[src/rtl/fetch_pkg.sv]
// Shared types and constants for the PC fetch sequencer.
package fetch_pkg;

    typedef enum logic [1:0] {
        IDLE    = 2'd0,
        REQ     = 2'd1,
        HOLD    = 2'd2,
        DISCARD = 2'd3
    } fetch_state_t;

    localparam logic [31:0] PC_INC    = 32'd4;
    localparam logic [31:0] NOP_INSTR = 32'h0;

endpackage

[src/rtl/fetch_out_reg.sv]
// Instruction/PC/valid register presented to decode; clear wins over load.
module fetch_out_reg (
    input  logic        i_clk,
    input  logic        i_rst_n,
    input  logic        i_load,
    input  logic        i_clear,
    input  logic [31:0] i_instr,
    input  logic [31:0] i_pc,
    output logic [31:0] o_instr,
    output logic [31:0] o_instr_pc,
    output logic        o_valid
);
    import fetch_pkg::*;

    logic [31:0] r_instr;
    logic [31:0] r_instr_pc;
    logic        r_valid;

    always_ff @(posedge i_clk or negedge i_rst_n) begin
        if (!i_rst_n) begin
            r_instr    <= NOP_INSTR;
            r_instr_pc <= 32'h0;
            r_valid    <= 1'b0;
        end else if (i_clear) begin
            r_valid    <= 1'b0;
        end else if (i_load) begin
            r_instr    <= i_instr;
            r_instr_pc <= i_pc;
            r_valid    <= 1'b1;
        end
    end

    assign o_instr    = r_instr;
    assign o_instr_pc = r_instr_pc;
    assign o_valid    = r_valid;

endmodule

[src/rtl/pc_fetch_sequencer.sv]
// Architectural PC owner and req/ack instruction fetch FSM with redirect discard.
// Optional macro FETCH_MISALIGN_TRAP_EN adds oMisalign and blocks fetches from unaligned PCs.
module pc_fetch_sequencer
    import fetch_pkg::*;
#(
    parameter logic [31:0] RESET_PC = 32'h0000_0000
) (
    input  logic        iClk,
    input  logic        iReset_n,
    input  logic [31:0] iNewPC,
    input  logic        iRedirect,
    input  logic        iStall,
    output logic [31:0] oNextPC,
    output logic [31:0] oPC,
    output logic        oIMemReq,
    output logic [31:0] oIMemAddr,
    input  logic        iIMemAck,
    input  logic [31:0] iIMemData,
    output logic [31:0] oInstr,
    output logic [31:0] oInstrPC,
    output logic        oInstrValid
`ifdef FETCH_MISALIGN_TRAP_EN
    ,
    output logic        oMisalign
`endif
);

    fetch_state_t r_state;
    fetch_state_t w_state_nxt;
    logic [31:0]  r_pc;
    logic [31:0]  w_pc_nxt;
    logic [31:0]  r_stale_addr;
    logic [31:0]  w_fetch_addr;
    logic         w_load;
    logic         w_clear;
    logic         w_mis_wait;

`ifdef FETCH_MISALIGN_TRAP_EN
    logic r_mis_wait;
    logic r_misalign;
    logic w_entry;

    assign w_mis_wait = r_mis_wait;
    assign oMisalign  = r_misalign;
    // A fresh arrival in REQ: anything except sitting in the trap wait without a redirect.
    assign w_entry    = (w_state_nxt == REQ) &&
                        !((r_state == REQ) && r_mis_wait && !iRedirect);
`else
    assign w_mis_wait = 1'b0;
`endif

    assign w_fetch_addr = {r_pc[31:2], 2'b00};
    assign oPC          = r_pc;
    assign oNextPC      = r_pc + PC_INC;
    assign oIMemReq     = ((r_state == REQ) && !w_mis_wait) || (r_state == DISCARD);
    assign oIMemAddr    = (r_state == DISCARD) ? r_stale_addr : w_fetch_addr;

    always_comb begin
        w_state_nxt = r_state;
        w_pc_nxt    = r_pc;
        w_load      = 1'b0;
        w_clear     = 1'b0;
        if (iRedirect) begin
            w_pc_nxt = iNewPC;
            w_clear  = 1'b1;
        end
        case (r_state)
            IDLE: w_state_nxt = REQ;
            REQ: begin
                if (iRedirect) begin
                    // Without an ack the issued fetch is still in flight and must be drained.
                    w_state_nxt = (iIMemAck || w_mis_wait) ? REQ : DISCARD;
                end else if (w_mis_wait) begin
                    if (!iStall) w_clear = 1'b1;
                end else if (iIMemAck) begin
                    w_load      = 1'b1;
                    w_pc_nxt    = iNewPC;
                    w_state_nxt = iStall ? HOLD : REQ;
                end else if (!iStall) begin
                    w_clear = 1'b1;
                end
            end
            HOLD: begin
                if (iRedirect || !iStall) begin
                    w_state_nxt = REQ;
                    w_clear     = 1'b1;
                end
            end
            DISCARD: begin
                if (!iRedirect && iIMemAck) w_state_nxt = REQ;
            end
            default: w_state_nxt = IDLE;
        endcase
    end

    always_ff @(posedge iClk or negedge iReset_n) begin
        if (!iReset_n) begin
            r_state      <= IDLE;
            r_pc         <= RESET_PC;
            r_stale_addr <= 32'h0;
`ifdef FETCH_MISALIGN_TRAP_EN
            r_mis_wait   <= 1'b0;
            r_misalign   <= 1'b0;
`endif
        end else begin
            r_state <= w_state_nxt;
            r_pc    <= w_pc_nxt;
            if ((r_state == REQ) && (w_state_nxt == DISCARD)) begin
                r_stale_addr <= w_fetch_addr;
            end
`ifdef FETCH_MISALIGN_TRAP_EN
            if (w_entry) begin
                r_mis_wait <= |w_pc_nxt[1:0];
                r_misalign <= |w_pc_nxt[1:0];
            end else begin
                r_misalign <= 1'b0;
                if (w_state_nxt != REQ) r_mis_wait <= 1'b0;
            end
`endif
        end
    end

    fetch_out_reg u_out_reg (
        .i_clk      (iClk),
        .i_rst_n    (iReset_n),
        .i_load     (w_load),
        .i_clear    (w_clear),
        .i_instr    (iIMemData),
        .i_pc       (r_pc),
        .o_instr    (oInstr),
        .o_instr_pc (oInstrPC),
        .o_valid    (oInstrValid)
    );

endmodule

[config.mk]
export PLATFORM = sky130hd
export DESIGN_NAME = pc_fetch_sequencer
export DESIGN_NICKNAME = d
export VERILOG_FILES = /design/src/rtl/fetch_pkg.sv /design/src/rtl/fetch_out_reg.sv /design/src/rtl/pc_fetch_sequencer.sv
export SDC_FILE = /design/constraint.sdc
export NUM_CORES = 1
export LEC_CHECK = 0
export CORE_MARGIN = 5
export CORE_UTILIZATION = 40
export CTS_BUF_LIST = sky130_fd_sc_hd__clkbuf_4
export DETAILED_ROUTE_END_ITERATION = 8
export GPL_TIMING_DRIVEN = 0
export MAX_ROUTING_LAYER = met4
export PLACE_DENSITY = 0.79
export SLEW_MARGIN = 20
export SYNTH_ARGS = -nofsm -noshare
export SYNTH_HDL_FRONTEND = slang
export SYNTH_SLANG_ARGS = --single-unit
[constraint.sdc]
create_clock -name iClk -period 3.67 [get_ports iClk]
set_input_delay 1.101 -clock iClk [delete_from_list [all_inputs] [get_ports iClk]]
set_output_delay 1.101 -clock iClk [all_outputs]
set_load 0.05 [all_outputs]
==> results of run 1 <==
-- sequential cells by signal, indices dropped and copies added (netlist names) --
register,flops
r_stale_addr,30
u_out_reg.o_instr,32
u_out_reg.o_valid,1
r_state,2
oPC,32
u_out_reg.o_instr_pc,32
-- where the power goes --
group	leakage, nW	internal (W)	switching (W)	total (W)
combinational	2.15	0.00198	0.00340	0.00537
sequential	1.51	0.00205	0.000444	0.00249
clock	0.137	0.000396	0.000511	0.000906
-- cells by family (layout without fill, tap and decap cells) --
| group | after synthesis | in the layout |
|---|---|---|
| flops | 129 | 129 |
| xor+xnor | 28 | 28 |
| buf+inv | 41 | 315 |
| other cells | 1 | 2 |
| compound gates | 13 | 13 |
| fa+ha+maj | 6 | 6 |
| mux | 154 | 154 |
| simple gates | 59 | 59 |
-- synth_stat cells, drive strengths merged (6+ instances only) --
cell / count
nand4: 7
buf: 21
ha: 6
xnor2: 22
mux2: 154
nand3: 14
inv: 8
nand2: 13
nor2: 9
dfrtp: 129
xor2: 6
clkbuf: 12
-- critical path, cell delays in order (launching register included) --
cell and delay (ns):
sky130_fd_sc_hd__dfrtp_1 0.38, sky130_fd_sc_hd__buf_6 0.11, sky130_fd_sc_hd__nand4_4 0.12, sky130_fd_sc_hd__or4_4 0.59
sky130_fd_sc_hd__nor3_4 0.25, sky130_fd_sc_hd__buf_4 0.17, sky130_fd_sc_hd__nand3_2 0.09, sky130_fd_sc_hd__xnor2_2 0.19
sky130_fd_sc_hd__buf_6 0.19
-- what timing repair did --
item | CTS | global route
resized for setup | 166 | 33
setup buffers | 14 | 8
endpoints found under the setup margin | 57 | 40
gates cloned | 0 | 0
pin swaps | 7 | 11
-- final cells by class --
cell class,count,area (µm²)
Timing Repair Buffer,250,2410
Buffer,25,184
Tap cell,184,230
Sequential cell,129,3240
Fill cell,1161,5530
Multi-Input combinational cell,262,2640
Clock inverter,14,123
Inverter,8,30.0
Clock buffer,18,135
-- layer usage --
layer,vias to the layer above,GRT usage,routed length [µm]
met5,-,-,0
met4,0,0.0406,112
met3,11,0.0753,1100
met2,159,0.308,8060
met1,2178,0.234,6910
li1,2026,-,-
-- worst min-delay path by stage --
stage | start | end | slack (ns) | depth (start not counted)
finish | iReset_n | oPC[16] | 0.48 | 1
floorplan | r_stale_addr[3] | r_stale_addr[3] | 0.46 | 1
CTS | iReset_n | oPC[16] | 0.44 | 1
global route | iReset_n | oPC[16] | 0.44 | 1
detailed placement | r_stale_addr[3] | r_stale_addr[3] | 0.48 | 1
global placement | r_stale_addr[3] | r_stale_addr[3] | 0.47 | 1
-- through the flow --
stage	std cells	total power (W)	setup slack, ns	util
floorplan	432	0.00608	0.00378	-
detailed placement	844	0.00794	-0.457	0.586
finish	890	0.00877	-0.0386	0.619
CTS	886	0.00883	-0.197	0.613
global route	890	0.00919	-0.206	0.619
global placement	843	0.00783	-3.48	0.584
==> results.txt, run 1 <==
The flow ran to the end, but the final reports show violations. The final reports fail on negative setup slack. The hold slack is 0.484 ns.

The total number of yosys warnings is 0. TritonCTS created 17 clock buffers. The effective utilization at floorplan came out at 0.408.

The TritonCTS clock tree is yes. The die boundary width is 132 µm. The final number of hold-violating endpoints is 0. The most critical setup path has its endpoint at oNextPC[28]. The most common flop cell mapped by yosys is sky130_fd_sc_hd__dfrtp_1. In this run the worst setup path begins at oPC[10]. The cell area after layout came out at 9000 µm². The post-route setup TNS is -0.0390 ns. The largest clock skew in the final design is 0.0112 ns. The final layout contains 768 nets. The static leakage is 3.80 nW. The sum of net half-perimeters after detailed placement is 11.8 mm. The length of the first detailed-routing pass in iterations is 5. From bottom edge to top edge, the die measures 132 µm. For this run, the register share of the synthesized area comes to 0.545. Based on the critical path, the design can be clocked at up to 270 MHz. The number of DRC violations after detailed-routing iteration 0 came out at 74.

The worst-skew pair later-pin latency came out at 0.52 ns. The simple-gate area share of the yosys netlist is 0.0562. The H-tree depth is 4. The area of the core came out at 14500 µm². The synthesized-area fraction occupied by ao, oa, aoi and oai cells is 0.0163.

The synthesized flop and latch total is 129. The number of maximum-capacitance violations came out at 0. After synthesis, the mean cell area works out to 13.7 µm².

The number of antenna violations at the first check in global routing came out at 0. Dividing the detail-routed wire length by the instance count gives 18.2 µm. The worst IR drop on VDD is 631 µV. Ranked by total cell area, the synthesized netlist is headed by sky130_fd_sc_hd__dfrtp_1, sky130_fd_sc_hd__mux2_2, sky130_fd_sc_hd__xnor2_1. Of the total synthesized cell area, the portion taken by full adders, half adders and majority gates is 0.0127. The antenna diode count came out at 0.

The type of the most critical hold path is primary input to asynchronous set/reset pin. The total global routing track utilization came out at 0.193. The netlist uses 40 different library cells. The I/O pin count came out at 231. The total overflow left after global routing is 0. The post-route DRC violation count is 0.

The register-to-register setup slack came out at 0.95 ns. The number of standard-cell rows in the floorplan came out at 44. The count of flip-flops with a built-in enable after synthesis is 0. The final antenna-violating net count came out at 0. The mux share of post-synthesis cell area came out at 0.293. The number of cells on the worst reg-to-reg path came out at 6.

At the worst endpoint, the required time is 2.57 ns. The worst setup path is launched from a flip-flop. The first-pass GRT wire length came out at 26.0 mm. Of the cells placed in the final design, the portion with a size suffix greater than 1 is 0.402. The number of sinks on the clock net is 129. At the end of routability-driven placement, the weighted congestion stood at 0.799.

The cell area that synthesis handed to floorplanning was 5920 µm². The most area-hungry cell type in the Yosys netlist is sky130_fd_sc_hd__dfrtp_1. Leaving out fill and tap cells, the most frequent cell in the layout is sky130_fd_sc_hd__clkdlybuf4s50_1. The clock tree buffer depth is 2.

The total power density per cell area is 974 nW/µm². The final worst-path setup slack came out at -0.0386 ns. The routed via count is 4374.

The number of instances in the synthesized netlist is 431. The clock tree root driver cell is sky130_fd_sc_hd__clkbuf_4. Relative to the synthesized area, the layout overhead comes to 51.9%. Setup repair after global routing could not meet its margin everywhere. The end of the worst register-to-register path is u_out_reg.o_instr_pc[14]. The worst register-to-register path begins at r_state[1].

The time the final worst path needs with I/O delays and setup is 3.71 ns. The number of hold buffers added after CTS was 0. The share of the clock period used by the worst path is 1.01.

In the layout the commonest cells are sky130_fd_sc_hd__clkdlybuf4s50_1, sky130_fd_sc_hd__mux2_2, sky130_fd_sc_hd__dfrtp_1, sky130_fd_sc_hd__dlygate4sd2_1, sky130_fd_sc_hd__clkbuf_4. Setup violations remaining at the end of the flow were counted as 2. After detailed routing, the total wire length is 16.2 mm.

Once placement finished, the instance area stood at 8520 µm². The largest fanout of any net on the critical path is 4. The number of global-route vias before repair came out at 4834. By area, the combinational part of the netlist is dominated by multiplexers.

The largest net degree at the start of global routing is 79. The proportion of register bits with asynchronous set or reset after synthesis is 1.00. The floorplan step defined a die boundary enclosing 17300 µm². The number of port buffers is 227.

The worst setup path is captured at an output port. The area share of xor/xnor cells in the synthesized design came out at 0.0414. In the routed layout, each cell is associated on average with a via count of 4.91. The share of synthesized area in the top cell type comes to 0.545. The clock transition at the registers of the reported paths came out at 0.12 ns.

The transition time at the pin with the least slew margin is 1.01 ns. The worst max-slew margin expressed relative to the limit came out at 0.324. The max-slew violation count is 0. The arrival time at the worst endpoint came out at 2.61 ns. The worst setup path is of the flip-flop to output port kind.
No activity file was read; power rests on OpenSTA's default activity.
==> run 2: changes to the inputs <==
Settings changed: GPL_ROUTABILITY_DRIVEN from default to 0.
==> results of run 2 <==
No change in the layout: final DEF, timing and power equal those of run 1.
==> run 3: changes to the inputs <==
Settings changed: CTS_CLUSTER_DIAMETER from default to 30.
==> results of run 3 <==
No change in the layout: final DEF, timing and power equal those of run 1.
